**config.mk**
```make
export PLATFORM = sky130hd
export DESIGN_NAME = segscan_4dig
export DESIGN_NICKNAME = d
export VERILOG_FILES = /design/src/rtl/segscan_4dig.sv
export SDC_FILE = /design/constraint.sdc
export NUM_CORES = 1
export LEC_CHECK = 0
export CORE_MARGIN = 1
export CORE_UTILIZATION = 35
export CTS_BUF_LIST = sky130_fd_sc_hd__clkbuf_16
export DETAILED_ROUTE_END_ITERATION = 12
export PLACE_DENSITY = 0.63
export SKIP_CTS_REPAIR_TIMING = 1
export SLEW_MARGIN = 40
export SYNTH_ARGS = -nofsm -noshare
export SYNTH_HDL_FRONTEND = slang
export SYNTH_SLANG_ARGS = --single-unit
```
**constraint.sdc**
```tcl
create_clock -name clk -period 6.2 [get_ports clk]
set_input_delay 1.55 -clock clk [delete_from_list [all_inputs] [get_ports clk]]
set_output_delay 1.55 -clock clk [all_outputs]
set_load 0.03 [all_outputs]
```
**src/rtl/segscan_4dig.sv**
```systemverilog
// Multiplexed 4-digit seven-segment scanner with a built-in hex decoder.
// New values wait in a shadow register and go live only at a frame boundary.
module segscan_4dig #(
  parameter int SCAN_DIV  = 12500,
  parameter int BLANK_CYC = 64
) (
  input  logic        clk,
  input  logic        rst,
  input  logic [15:0] value_i,
  input  logic [3:0]  dp_i,
  input  logic        load_i,
  input  logic        lz_blank_i,
  output logic [7:0]  seg_o,
  output logic [3:0]  dig_o,
  output logic        frame_o
);

  localparam int PH_W = (SCAN_DIV > 1) ? $clog2(SCAN_DIV) : 1;
  localparam logic [PH_W-1:0] PH_LAST = PH_W'(SCAN_DIV - 1);
  localparam logic [PH_W-1:0] PH_SHOW = PH_W'(BLANK_CYC);

  typedef enum logic {
    ST_BLANK = 1'b0,
    ST_SHOW  = 1'b1
  } slot_state_t;

  logic [PH_W-1:0] ph, ph_next;
  logic [1:0]      idx, idx_next;
  slot_state_t     slot_state;

  logic [15:0] active_val, shadow_val;
  logic [3:0]  active_dp, shadow_dp;
  logic        pending, pending_next;
  logic        swap;

  logic [3:0]  nib;
  logic [15:0] upper_val;
  logic        lz_hit;
  logic [7:0]  seg_next;
  logic [3:0]  dig_next;

  function automatic logic [6:0] hex_to_seg(input logic [3:0] n);
    logic [6:0] s;
    case (n)
      4'h0:    s = 7'b011_1111;
      4'h1:    s = 7'b000_0110;
      4'h2:    s = 7'b101_1011;
      4'h3:    s = 7'b100_1111;
      4'h4:    s = 7'b110_0110;
      4'h5:    s = 7'b110_1101;
      4'h6:    s = 7'b111_1101;
      4'h7:    s = 7'b000_0111;
      4'h8:    s = 7'b111_1111;
      4'h9:    s = 7'b110_1111;
      4'hA:    s = 7'b111_0111;
      4'hB:    s = 7'b111_1100;
      4'hC:    s = 7'b011_1001;
      4'hD:    s = 7'b101_1110;
      4'hE:    s = 7'b111_1001;
      default: s = 7'b111_0001;
    endcase
    return s;
  endfunction

  // Slot state is a pure decode of the phase counter; ph is the state register.
  always_comb begin
    ph_next      = ph + 1'b1;
    idx_next     = idx;
    pending_next = pending;
    swap         = 1'b0;
    slot_state   = (ph < PH_SHOW) ? ST_BLANK : ST_SHOW;

    if (ph == PH_LAST) begin
      ph_next  = '0;
      idx_next = idx + 2'd1;
      swap     = (idx == 2'd3) && pending;
    end

    // A load on the swap cycle re-arms pending for the following frame.
    if (load_i) begin
      pending_next = 1'b1;
    end else if (swap) begin
      pending_next = 1'b0;
    end
  end

  // Leading zeros: the current nibble and every nibble above it are zero.
  always_comb begin
    nib       = active_val[{idx, 2'b00} +: 4];
    upper_val = active_val >> {idx, 2'b00};
    lz_hit    = lz_blank_i && (idx != 2'd0) && (upper_val == 16'h0000);

    seg_next = 8'h00;
    dig_next = 4'b1111;
    case (slot_state)
      ST_SHOW: begin
        dig_next = ~(4'b0001 << idx);
        seg_next = {active_dp[idx], lz_hit ? 7'b000_0000 : hex_to_seg(nib)};
      end
      default: begin
        seg_next = 8'h00;
        dig_next = 4'b1111;
      end
    endcase
  end

  always_ff @(posedge clk or posedge rst) begin
    if (rst) begin
      ph         <= '0;
      idx        <= 2'd0;
      active_val <= 16'h0000;
      active_dp  <= 4'h0;
      shadow_val <= 16'h0000;
      shadow_dp  <= 4'h0;
      pending    <= 1'b0;
      seg_o      <= 8'h00;
      dig_o      <= 4'b1111;
      frame_o    <= 1'b0;
    end else begin
      ph      <= ph_next;
      idx     <= idx_next;
      pending <= pending_next;
      seg_o   <= seg_next;
      dig_o   <= dig_next;
      frame_o <= swap;
      if (swap) begin
        active_val <= shadow_val;
        active_dp  <= shadow_dp;
      end
      if (load_i) begin
        shadow_val <= value_i;
        shadow_dp  <= dp_i;
      end
    end
  end

endmodule

```
; Yosys cells after proc, flatten, opt, wreduce, memory -nomap -nowiden
; Memory sizes are Yosys's and may differ from the RTL's.
; Index checks and enable logic that the tools add are counted.
[totals]
input_bits = 24
wordCells = 36
ff_bits = 70
n_memories = 1
mem_bits_ro = 112
out_inout_bits = 13
[op_classes]
n_eq_ne = 2
muxes = 9
shift = 3
add_sub_neg = 2
n_lt_le_gt_ge = 2
bitwise = 1
reduce_logical = 6
[mem_list]
columns = name, words, word_bits, rd, rd_clocked_by_memory_dff, wr, line
row1 = (no name shown), 16, 7, 1, 0, 0, 44  ; case (n)
[ops]
columns = cell, count
row1 = $logic_not 16->1, 1
row2 = $shiftx 16x5->4, 1
row3 = $shr 16x4->16, 1
row4 = $add 14x1->14 const B, 1
row5 = $eq 14x14->1 const B, 1
row6 = $lt 14x7->1 const B, 1
row7 = $mux 14, 1
row8 = $mux 8, 1
row9 = $mux 7, 1
row10 = $mux 1, 4
row11 = $mux 4, 1
row12 = $not 4->4, 1
row13 = $reduce_bool 2->1, 2
row14 = $shl 1x2->4 const A, 1
row15 = $logic_and 1x1->1, 3
row16 = $lt 2x3->1 const B, 1
row17 = $add 2x1->2 const B, 1
row18 = $bmux 1 s2, 1
row19 = $eq 2x2->1 const B, 1

; Longest topological paths before layout
; Gate-level depths: netlist of run 1.
[depth]
word_depth = 5
depth_mapped = 8
ltp_nobuf = 7

; Worst setup path after synthesis of run 1
; Ideal clock, no wire load.
[synth_path]
path_type = input to register
from = input port lz_blank_i
to = register seg_o[5]
path_buffers = 0
arrival_ns = 2.338
cell_stages = 4
setup_ns = 0.153
setup_slack_ns = 3.709
cell_sequence = nor4b_1 > o211ai_1 > a22oi_1 > a221oi_1
[synth_via]
elab_chain_cells = 4
[synth_rtl]
columns = item, line
row1 = from (decl), 12  ; input logic lz_blank_i,
row2 = $logic_and 1x1->1 (2 in a row), 91  ; lz_hit = lz_blank_i && (idx != 2'd0) && (upper_val == 16'h0000);
row3 = $mux 7, 98  ; seg_next = {active_dp[idx], lz_hit ? 7'b000_0000 : hex_to_seg(nib)};
row4 = $mux 8, 95  ; case (slot_state)
row5 = named net seg_next[5], 39  ; logic [7:0] seg_next;
row6 = to (signal assigned), 123  ; seg_o <= seg_next;
row7 = to (decl), 13  ; output logic [7:0] seg_o,
; The timed path passes the listed nets, and every way through them passes these cells.
; A chain may end at the register's enable or synchronous reset.

; Worst setup path in the final report of run 1
[layout_path]
from = register dig_o[3]
to = output port dig_o[3]
[layout_rtl]
columns = item, line
row1 = from (decl), 14  ; output logic [3:0] dig_o,
row2 = from (signal assigned), 124  ; dig_o <= dig_next;
; No word-level cell between the ends.

==> results of run 1 <==
report_power, final:
group          internal (mW)  switching, mW  leakage [nW]
sequential             0.470        0.00667         0.899
combinational         0.0245         0.0158         0.655
clock                  0.390          0.187         0.163
registers in the layout, summed over array words and instances, names as in the netlist, 2 cells and up:
signal,cells
active_val,16
shadow_val,16
ph,14
seg_o,8
active_dp,4
dig_o,4
shadow_dp,4
idx,2
cell usage after synthesis, drive strengths merged (2+ instances only):
library cell and count:
nor2 16, mux2 42, nand4 4, nor3 3, xor2 4, buf 6
nand2 16, nor4 8, ha 11, o211ai 2, nor4b 2, clkbuf 3
xnor2 9, and2 2, dfstp 4, nand3 3, inv 7, a211oi 3
nor2b 4, mux4 6, a221oi 2, dfrtp 66
kinds of logic after synthesis:
family	count (synthesis)	share of synthesized area [%]
muxes	49	19.6
DFF	70	55.8
buffers and inverters	16	2.30
xor gates and xnor gates	13	3.61
and+or+nand+nor	64	10.9
AOI/OAI and AO/OA	14	3.42
adders and majority gates	11	4.37
final cells by class:
class,instances,area (µm²)
Fill cell,766,4780
Sequential cell,70,1760
Multi-Input combinational cell,151,1320
Timing Repair Buffer,37,367
Clock buffer,9,225
Tap cell,108,135
Clock inverter,6,111
Inverter,7,26.3
metal layers:
layer	vias up	routed length, µm	share of wire (%)	GRT usage (%)
met3	14	279	5.1	3.25
met5	-	0	0	0
met4	0	125	2.3	8.73
li1	926	-	-	-
met1	947	2810	51	18.8
met2	51	2300	42	18.2
per-stage QoR:
stage / instances / util, %
after CTS: 388 / 45.2
after detailed placement: 373 / 41.3
after global routing: 388 / 45.2
final: 388 / 45.2
after global placement: 373 / 41.4
after floorplan: 237 / -
path summary, 6_finish.rpt:
kind / startpoint / slack, ps / end / cells past startpoint
worst min-delay path: active_dp[1] / 480 / active_dp[1] / 1
worst max register to register: ph[10] / 3430 / active_val[14] / 4
worst max-delay path: dig_o[3] / 3160 / dig_o[3] / 1
worst min register to register: active_dp[1] / 480 / active_dp[1] / 1
max in group asynchronous: rst / 4070 / active_val[4] / 3
min in group asynchronous: rst / 1710 / ph[9] / 3
==> metrics.yaml, run 1 <==
status:
  status: "complete, no violations"
yosys:
  yosysTopAreaCellShare_pct: 52.4
  synth.yosys.seq_area_share_pct: 55.8
  syn-num-nets: 272
  synth_top_cell_by_area: "dfrtp_1"
  yosys.cell_types.count: 39
  synth-seq-cells: 70
  netlist_area_um2: 3150
  yosys_warnings: 0
  ys.flop_type: "dfrtp_1"
  syn_area_per_cell_um2: 13.3
  ys_async_sr_fraction_pct: 100
  synth_area_leaders: "dfrtp_1 52%, mux2_1 7.9%, mux2_2 7.1%"
  synth_edf_count: 0
  syn_inst: 237
final_layout:
  layout_commonest_cell: "dfrtp_1"
  fin_area_um2: 3940
  nets: 311
  layout-drive-gt1-share_pct: 18.2
  mostFrequentLayoutCells: "66 x dfrtp_1, 35 x clkdlybuf4s50_1, 22 x mux2_1"
  antennaDiodeCount: 0
  syn_to_final_growth_pct: 25.2
sta:
  finalCritPeriodShare_pct: 49.1
  worst_pin_slew_ps: 699
  hold_slack_ps: 483
  clock_skew_ps: 4.93
  rsz0062_at_grt: "no"
  maxSlewViolCount: 0
  fin_ws_ps: 3160
  timing.final.crit_period_ps: 3040
  relSlewSlack_pct: 53.1
  setup_viol: 0
  tns_ps: 0
  clock.fmax_ghz: 0.329
  hold_viol_final: 0
floorplan:
  die_h_um: 96.9
  placementRows: 34
  pin_count: 37
  die_w_um: 96.9
  start_util_pct: 36.1
  coreArea_um2: 8720
  die_area_um2: 9380
route:
  wl_per_cell_um: 14.2
  vias: 1938
  drc: 0
  drtAntennaViolNets: 0
  avgViaCountPerCell: 4.99
  drt_pass1_iterations: 4
  wirelength_um: 5510
  drt-initial-drc-count: 78
global_routing:
  grt_pass1_vias: 1985
  globalRouteOverflowTotal: 0
  grt_max_degree: 71
  antenna_found_initial: 0
  grt_pass1_wl_um: 9850
  grt_use_total_pct: 13.4
clock_tree:
  ctsLongestPathBuffers: 2
  clk_latency_ps: 330
  cts.clk_slew.worst_paths_ps: 60
  cts-buffers-inserted: 9
  htree_levels: 3
  cts.sinks: 70
  cts_root_buffer: "clkbuf_16"
  cts_tree: "yes"
placed_design:
  place_area_um2: 3610
  gp_congestion: 0.830
  hpwl_um: 3740
  pre_cts_ws_ps: 3040
  port_buffers: 36
worst_setup_path:
  critPathTopFamily: "buffers and inverters"
  worstSetupPathType: "reg -> out"
  cp.required_ps: 4650
  path_buf_inv: 1
  crit_arrival_ps: 1490
  crit_path_max_incr_delay_ps: 660
  cp_max_fo: 1
  startpoint_type: "register"
  cp_slowest_cell: "clkdlybuf4s50_1"
  cp-end-kind: "output pin"
  crit_chain: "clkdlybuf4s50_1"
power_and_ir_drop:
  vdd_drop_max_mv: 0.131
  powerDensity_nw_per_um2: 278
  power_mw: 1.09
  p_leak_nw: 1.72
job:
  max_cap_violations: 0
hold_path:
  min_path_type: "reg -> reg"
Note: power is estimated with default switching activity, not from simulation.
==> run 2, diff against run 1 <==
Settings changed: PLACE_DENSITY 0.63 to 0.65.
Clock period 6.2 ns to 2.7 ns, I/O delays scaled along.
==> run 2 against run 1 <==
  * Routed wire length is 3.0% higher
  * Clock-buffer cell count unchanged
  * Critical endpoint is now seg_o[5]
  * Final cell count is 1.8% higher
  * Flip-flop and latch count is the same
  * Clock skew rose by 1.6 ps
==> metrics.yaml, run 2 (same netlist as run 1, synthesis figures left out) <==
hold_path:
  min_to: "active_val[14]"
  hp-start: "shadow_val[14]"
  hold_depth: 1  # unchanged
  min_path_type: "reg -> reg"
final_layout:
  mostFrequentLayoutCells: "66 x dfrtp_1, 36 x clkdlybuf4s50_1, 22 x mux2_1"
  layout-drive-gt1-share_pct: 19.5  # +1.3 points
  multi_input_comb_area_um2: 1320  # about the same
  fin_area_um2: 3960  # +0.51%
  nets: 317  # +1.9%
  fillers: 799  # +4.3%
  syn_to_final_growth_pct: 25.8
  top_regs: "active_val (16), shadow_val (16), ph (14)"
  antennaDiodeCount: 0  # unchanged
  post-route-util_pct: 45.5  # +0.23 points
  regArea_um2: 1760  # unchanged
  layout_commonest_cell: "dfrtp_1"
power_and_ir_drop:
  vdd_drop_max_mv: 0.315  # +140%
  power_mw: 2.35  # +110%
  powerDensity_nw_per_um2: 592  # +110%
  p_leak_nw: 1.72  # +0.42%
floorplan:
  die_w_um: 96.9  # unchanged
  start_util_pct: 36.1  # unchanged
  placementRows: 34  # unchanged
  coreArea_um2: 8720  # unchanged
  pin_count: 37  # unchanged
  die_area_um2: 9380  # unchanged
  die_h_um: 96.9  # unchanged
sta:
  hold_viol_final: 0  # unchanged
  timing.final.crit_period_ps: 2290
  worst_pin_slew_ps: 625  # -73.6 ps
  clock_skew_ps: 6.53  # +1.59 ps
  tns_ps: 0  # unchanged
  setup_viol: 0  # unchanged
  finalCritPeriodShare_pct: 84.8
  maxSlewViolCount: 0  # unchanged
  rsz0062_at_grt: "no"
  clock.fmax_ghz: 0.437
  relSlewSlack_pct: 58.3  # +5.3 points
global_routing:
  grtUsageMet2_pct: 20.1  # +1.9 points
  grt_use_total_pct: 13.5  # +0.18 points
  antenna_found_initial: 0  # unchanged
  grt_pass1_wl_um: 9930  # +0.84%
  busiest_layer: "met2"
  grt_max_degree: 71  # unchanged
  grt_use_met1_pct: 18.1  # -0.73 points
  globalRouteOverflowTotal: 0  # unchanged
  grt_pass1_vias: 2027  # +2.1%
  grtUsageMet3_pct: 4.05  # +0.79 points
worst_setup_path:
  r2r_start: "active_val[12]"
  critPathTopFamily: "compound AO/OA/AOI/OAI gates"
  worstSetupPathType: "reg -> reg"
  path_buf_inv: 1  # unchanged
  cp_slowest_cell: "mux4_2"
  r2r_cells: 6  # +2
  crit_arrival_ps: 2450  # +960 ps
  timing.rr.end: "seg_o[5]"
  crit_chain: "mux4_2, inv_1, ha_1, o211ai_1, a22oi_1, a221oi_1"
  reg2reg_slack_ps: 410  # -3020 ps
  cp-end-kind: "register"
  cp.required_ps: 2860  # -1790 ps
  startpoint_type: "register"
  cp_max_fo: 7  # +6
  crit_path_max_incr_delay_ps: 550  # -110 ps
route:
  wl_per_cell_um: 14.4  # +1.2%
  drt_pass1_iterations: 4  # unchanged
  drtAntennaViolNets: 0  # unchanged
  drt-initial-drc-count: 122  # +56%
  avgViaCountPerCell: 4.97  # -0.45%
  wirelength_um: 5680  # +3.0%
  drc: 0  # unchanged
  vias: 1964  # +1.3%
clock_tree:
  cts_root_buffer: "clkbuf_16"
  cts_tree: "yes"
  cts-buffers-inserted: 9  # unchanged
  cts.clk_slew.worst_paths_ps: 50  # about the same
  ctsLongestPathBuffers: 2  # unchanged
  clk_latency_ps: 330  # about the same
  cts.sinks: 70  # unchanged
  htree_levels: 3  # unchanged
placed_design:
  gp_congestion: 0.834  # +0.41%
  port_buffers: 36  # unchanged
  place_area_um2: 3660  # +1.6%
  hpwl_um: 3900  # +4.3%
job:
  max_cap_violations: 0  # unchanged
status:
  status: "complete, no violations"
-- run 2: through the flow --
step	hold slack [ps]	setup WS, ps	std cells
finish	486	411	395
detailed placement	474	314	379
CTS	487	401	395
global route	508	238	395
global placement	462	350	379
floorplan	450	263	237
-- run 2: routing by layer --
layer	up-vias	wire length, µm
met5	-	0
met4	0	97
met3	7	213
met2	38	2540
met1	985	2830
li1	934	-
-- run 2: report_power, final --
group          internal [mW]  total (mW)  switching (mW)
Sequential              1.08        1.10          0.0161
Clock                  0.715        1.16           0.440
Combinational         0.0596      0.0966          0.0370
Total                   1.85        2.35           0.493
-- run 2: area by class of cell --
| cell class | instances | share of cell area, % |
|---|---|---|
| repair buffers | 43 | 10.7 |
| inverters | 7 | 0.663 |
| well taps | 108 | 3.41 |
| clock inverters | 7 | 1.86 |
| flip-flops and latches | 70 | 44.3 |
| clock buffers | 9 | 5.68 |
| multi-input cells | 151 | 33.3 |
-- run 2: worst max-delay path by stage --
stage / from / end / cells past startpoint
after global routing: idx[0] / seg_o[5] / 7
after CTS: idx[0] / seg_o[5] / 7
after detailed placement: lz_blank_i / seg_o[5] / 5
after global placement: lz_blank_i / seg_o[5] / 5
after floorplan: rst / active_dp[0] / 1
final: active_val[12] / seg_o[5] / 6
